--- config.mk ---
export PLATFORM = sky130hd
export DESIGN_NAME = ternary_popcount_accum
export DESIGN_NICKNAME = d
export VERILOG_FILES = /design/src/rtl/ternary_popcount_pkg.sv /design/src/rtl/ternary_popcount_accum_popcount_tree.sv /design/src/rtl/ternary_popcount_accum.sv
export SDC_FILE = /design/constraint.sdc
export NUM_CORES = 1
export LEC_CHECK = 0
export ABC_CLOCK_PERIOD_IN_PS = 6300
export BUFFER_PORTS_ARGS = -buffer_cell sky130_fd_sc_hd__clkbuf_2
export CAP_MARGIN = 20
export CORE_MARGIN = 4
export CORE_UTILIZATION = 40
export DETAILED_ROUTE_END_ITERATION = 6
export PLACE_DENSITY_LB_ADDON = 0.1
export SYNTH_ARGS = -nofsm -noshare
export SYNTH_HDL_FRONTEND = slang
export SYNTH_SLANG_ARGS = --single-unit
--- constraint.sdc ---
create_clock -name clk -period 6.3 [get_ports clk]
set_clock_uncertainty 0.1 [all_clocks]
set_input_delay 1.26 -clock clk [delete_from_list [all_inputs] [get_ports clk]]
set_output_delay 1.26 -clock clk [all_outputs]
set_load 0.005 [all_outputs]
--- src/rtl/ternary_popcount_pkg.sv ---
// Shared definitions for the ternary popcount accumulator: activation
// encodings, FSM state type and the popcount width helper.
// Optional build macro: TERNARY_POPCOUNT_APPROX_EN (used in popcount_tree).
package ternary_popcount_pkg;

    typedef logic [1:0] act_t;

    localparam act_t ACT_POS  = 2'b01;
    localparam act_t ACT_NEG  = 2'b11;
    localparam act_t ACT_ZERO = 2'b00;

    typedef enum logic {
        ST_ACC,
        ST_DONE
    } state_t;

    // Number of bits needed to hold a count of 0..w set bits.
    function automatic int cnt_width(input int w);
        return $clog2(w + 1);
    endfunction

endpackage

--- src/rtl/ternary_popcount_accum_popcount_tree.sv ---
// Combinational popcount of one IN_W-bit beat.
// Build macro TERNARY_POPCOUNT_APPROX_EN: when defined, the count LSB is
// forced to 0 (count truncated to even); otherwise the count is exact.
module popcount_tree
    import ternary_popcount_pkg::*;
#(
    parameter int IN_W = 16
) (
    input  logic [IN_W-1:0]               bits_i,
    output logic [cnt_width(IN_W)-1:0]    count_o
);

    localparam int CW = cnt_width(IN_W);

    logic [CW-1:0] exactCnt;

    // Sum every input bit; synthesis balances the chain into an adder tree.
    always_comb begin
        exactCnt = '0;
        for (int i = 0; i < IN_W; i++) begin
            exactCnt = exactCnt + CW'(bits_i[i]);
        end
    end

`ifdef TERNARY_POPCOUNT_APPROX_EN
    // Approximate count: dropping the LSB removes one adder bit slice.
    assign count_o = {exactCnt[CW-1:1], 1'b0};
`else
    assign count_o = exactCnt;
`endif

endmodule

--- src/rtl/ternary_popcount_accum.sv ---
// Multi-beat ternary neuron accumulator: sums popcount(pos) - popcount(neg)
// over up to MAX_BEATS beats and emits a ternary activation against
// programmable thresholds. Optional macro TERNARY_POPCOUNT_APPROX_EN selects
// the approximate (even-truncated) per-beat counts inside popcount_tree.
module ternary_popcount_accum
    import ternary_popcount_pkg::*;
#(
    parameter int IN_W      = 16,
    parameter int MAX_BEATS = 4,
    parameter int ACC_W     = $clog2(IN_W * MAX_BEATS + 1) + 1
) (
    input  logic                    clk,
    input  logic                    rst,
    input  logic                    in_valid,
    output logic                    in_ready,
    input  logic [IN_W-1:0]         in_pos,
    input  logic [IN_W-1:0]         in_neg,
    input  logic                    in_last,
    input  logic signed [ACC_W-1:0] thr_hi,
    input  logic signed [ACC_W-1:0] thr_lo,
    output logic                    out_valid,
    input  logic                    out_ready,
    output logic signed [ACC_W-1:0] out_sum,
    output logic [1:0]              out_act,
    output logic                    out_trunc
);

    localparam int CW  = cnt_width(IN_W);
    localparam int BCW = (MAX_BEATS > 1) ? $clog2(MAX_BEATS + 1) : 1;
    localparam logic [BCW-1:0] LAST_CNT = BCW'(MAX_BEATS - 1);

    logic [CW-1:0] posCnt;
    logic [CW-1:0] negCnt;

    popcount_tree #(.IN_W(IN_W)) u_pos_cnt (.bits_i(in_pos), .count_o(posCnt));
    popcount_tree #(.IN_W(IN_W)) u_neg_cnt (.bits_i(in_neg), .count_o(negCnt));

    state_t                  state_q, state_d;
    logic signed [ACC_W-1:0] acc_q, acc_d;
    logic [BCW-1:0]          beat_cnt_q, beat_cnt_d;
    logic signed [ACC_W-1:0] sum_q, sum_d;
    act_t                    act_q, act_d;
    logic                    trunc_q, trunc_d;

    logic signed [ACC_W-1:0] accNext;
    logic                    closeBeat;
    act_t                    actNext;

    // Running sum including the current beat, close decision and activation.
    always_comb begin
        accNext   = acc_q + $signed(ACC_W'(posCnt)) - $signed(ACC_W'(negCnt));
        closeBeat = in_last || (beat_cnt_q == LAST_CNT);
        if (accNext > thr_hi) begin
            actNext = ACT_POS;
        end else if (accNext < thr_lo) begin
            actNext = ACT_NEG;
        end else begin
            actNext = ACT_ZERO;
        end
    end

    // Next-state logic and handshake outputs; DONE stalls new beats.
    always_comb begin
        state_d    = state_q;
        acc_d      = acc_q;
        beat_cnt_d = beat_cnt_q;
        sum_d      = sum_q;
        act_d      = act_q;
        trunc_d    = trunc_q;
        in_ready   = 1'b0;
        out_valid  = 1'b0;
        case (state_q)
            ST_ACC: begin
                in_ready = 1'b1;
                if (in_valid) begin
                    acc_d      = accNext;
                    beat_cnt_d = beat_cnt_q + BCW'(1);
                    if (closeBeat) begin
                        state_d = ST_DONE;
                        sum_d   = accNext;
                        act_d   = actNext;
                        trunc_d = !in_last;
                    end
                end
            end
            ST_DONE: begin
                out_valid = 1'b1;
                if (out_ready) begin
                    acc_d      = '0;
                    beat_cnt_d = '0;
                    trunc_d    = 1'b0;
                    state_d    = ST_ACC;
                end
            end
            default: state_d = ST_ACC;
        endcase
    end

    // State and result registers; reset discards any partial evaluation.
    always_ff @(posedge clk or posedge rst) begin
        if (rst) begin
            state_q    <= ST_ACC;
            acc_q      <= '0;
            beat_cnt_q <= '0;
            sum_q      <= '0;
            act_q      <= ACT_ZERO;
            trunc_q    <= 1'b0;
        end else begin
            state_q    <= state_d;
            acc_q      <= acc_d;
            beat_cnt_q <= beat_cnt_d;
            sum_q      <= sum_d;
            act_q      <= act_d;
            trunc_q    <= trunc_d;
        end
    end

    assign out_sum   = sum_q;
    assign out_act   = act_q;
    assign out_trunc = trunc_q;

endmodule

==> results.toml <==
[synth]
postSynth.asyncResetShare_pct = 100
postSynth.topFlopCell = "sky130_fd_sc_hd__dfrtp_1"
post_synth_edffs = 0
synth_area_mm2 = 0.00273
synthesis.nets = 406
postSynthRegisterBits = 23
synth-warning-count = 0
avgSynthCellArea_um2 = 9.30
yosysSeqAreaShare_pct = 21.1
synth_cell_type_count = 48
synth_cells = 293

[cells_and_area]
final_layout_size_suffix_gt1_share_pct = 38.7
most_common_cell_after_layout_fill_and_taps_aside = "sky130_fd_sc_hd__inv_1"
fill_cells = 604
final_cell_mix = "sky130_fd_sc_hd__inv_1, sky130_fd_sc_hd__clkbuf_2, sky130_fd_sc_hd__buf_4, sky130_fd_sc_hd__ha_1, sky130_fd_sc_hd__dfrtp_1"
antenna_cells_inserted = 0
finalNetCount = 512
area.growth.synth_to_final_pct = 33.9

[placed_design]
buffer_ports.inserted = 65
post-dp-hpwl_mm = 4.91
gp_congestion = 0.809

[grt]
grt_pass1_vias = 2409
track_usage_pct = 14.6
grt_start_max_net_pins = 24
grt_antenna_before_repair = 0
grt_pass1_wl_mm = 10.2
grt-ovfl-total = 0

[critical_path]
crit_path_top_delay_cell = "sky130_fd_sc_hd__fa_2"
critical_path.most_common_cell = "sky130_fd_sc_hd__fa_1"
critical_path_max_stage_delay_ns = 0.55
worst-path-max-fanout = 4
worst_ep_arrival_time_ns = 7.04
cp.required_ns = 6.32
critPathCaptureType = "flip-flop"
startpoint_type = "primary input"
critical_path_class = "primary input to flip-flop"

[route]
final_antenna_net_count = 0
detail_route.iter0.violations = 62
routed_via_density = 4.77
route.detailed.wl_per_inst_um = 12.0
wirelength_routed_mm = 5.69
remaining_drc_errors = 0
drt-pass1-iter-count = 4
detailroute.via_count = 2265

[timing]
achievable-frequency_ghz = 0.143
fin_ws_ns = -0.716
timing.slew.headroom_pct = 38.7
ratio_of_final_minimum_period_to_clock_period_pct = 111
rsz0062_at_grt = "true"
slew_viol_final = 0
finalHoldWorstSlack_ns = 0.388
worstMarginPinSlew_ns = 0.918
final_hold_viol_count = 0
clock_period_minus_final_worst_setup_slack_ns = 7.02
setup_viol = 2

[clock_network]
cts.sinks = 23
cts-htree-levels = 1
max-clock-path-buffers = 2
clk-insertion-delay-late_ns = 0.27
clock-root-buffer = "sky130_fd_sc_hd__clkbuf_8"
cts_hold_repair.buffers = 0
tritoncts.num_buffers = 3
cts_tree = "done"
clk_transition_reported_paths_ns = 0.10

[floorplan]
initial_utilization_pct = 42.0
top_level_ports = 66
die_height_um = 90.5
fp.dieW_um = 90.5
num_rows = 29
design.core.area_mm2 = 0.00649
die_area_mm2 = 0.00820

[run_status]
failed_checks = "setup timing"
run_status = "finished with violations"

[hold_path]
hp-class = "flip-flop to flip-flop"

[run]
maxCapViolations = 0
critical path, delay by kind of cell:
kind	cells	cell delay, ns
AND/OR/NAND/NOR	1	0.08
buffers and inverters	4	0.30
adder cells (fa/ha/maj)	9	3.58
XOR/XNOR	2	0.35
AO/OA/AOI/OAI	9	1.47
sequential cells by signal, indices dropped and copies added, names as in the netlist:
register and cells:
acc_q 8, beat_cnt_q 3, out_act 2, out_sum 8
out_trunc 1, state_q 1
final cells by class:
type                    count  area (um2)  area share, %
multi-input cells         183        1970           53.9
flip-flops and latches     23         576           15.8
repair buffers            104         649           17.8
clock buffers               3        41.3           1.13
well taps                  77        96.3           2.64
clock inverters             1        5.00          0.137
inverters                  84         315           8.64
synthesized netlist by cell type (3+ instances only):
master	instances	area, um2
sky130_fd_sc_hd__inv_1	84	315
sky130_fd_sc_hd__fa_1	25	500
sky130_fd_sc_hd__a211oi_1	3	22.5
sky130_fd_sc_hd__a21oi_1	13	65.1
sky130_fd_sc_hd__nor2b_1	4	25.0
sky130_fd_sc_hd__nor2_1	10	37.5
sky130_fd_sc_hd__nand2_1	17	63.8
sky130_fd_sc_hd__nand2b_1	5	31.3
sky130_fd_sc_hd__o21ai_0	9	45.0
sky130_fd_sc_hd__mux2_2	4	45.0
sky130_fd_sc_hd__o211ai_1	3	22.5
sky130_fd_sc_hd__nand3_1	3	15.0
sky130_fd_sc_hd__xnor2_1	5	43.8
sky130_fd_sc_hd__xor2_1	3	26.3
sky130_fd_sc_hd__a22o_1	5	43.8
sky130_fd_sc_hd__a21o_1	6	45.0
sky130_fd_sc_hd__ha_1	35	438
sky130_fd_sc_hd__dfrtp_1	23	576
final timing paths:
path | cells after the start | endpoint | slack (ns) | start
worst max-delay path | 25 | out_act[0] | -0.72 | in_neg[1]
worst min-delay path | 2 | beat_cnt_q[2] | 0.39 | beat_cnt_q[2]
worst max register to register | 14 | out_act[0] | 2.96 | acc_q[2]
worst min register to register | 2 | beat_cnt_q[2] | 0.39 | beat_cnt_q[2]
max in group asynchronous | 2 | out_act[0] | 4.48 | rst
min in group asynchronous | 2 | beat_cnt_q[1] | 1.05 | rst
per-stage QoR:
step / worst slack, ns / TNS, ns / util, % / instances / instance area [um2]
finish: -0.716 / -1.42 / 56.2 / 475 / 3650
global route: -0.985 / -2.33 / 56.2 / 475 / 3650
CTS: -0.715 / -1.42 / 54.7 / 473 / 3560
detailed placement: -1.13 / -4.12 / 53.0 / 467 / 3440
global placement: -1.12 / -3.79 / 53.0 / 467 / 3440
floorplan: -0.769 / -1.54 / - / 293 / 2780
cell families (layout without fill, tap and decap cells):
kind of cell / count (synthesis) / in the layout / share of synthesized area (%)
buffers and inverters: 87 / 192 / 12.2
muxes: 5 / 5 / 2.02
DFF: 23 / 23 / 21.1
and+or+nand+nor: 50 / 50 / 9.55
xor gates and xnor gates: 10 / 10 / 3.77
AOI/OAI and AO/OA: 58 / 58 / 16.9
adders and majority gates: 60 / 60 / 34.4
timing repair:
item,CTS,global route
gates resized for setup,16,15
setup buffers,2,3
setup endpoints to repair,3,10
pin swaps,21,6
per-layer routing:
| layer | up-vias | share of wire, % | track usage [%] |
|---|---|---|---|
| met3 | 4 | 4.9 | 1.50 |
| met4 | 0 | 1.1 | 3.57 |
| met5 | - | 0 | 0 |
| met2 | 56 | 50 | 26.4 |
| met1 | 1053 | 44 | 18.6 |
| li1 | 1152 | - | - |
Power is not shown: default switching activity piles up to over one toggle a cycle in this logic, so the estimate is an artifact.
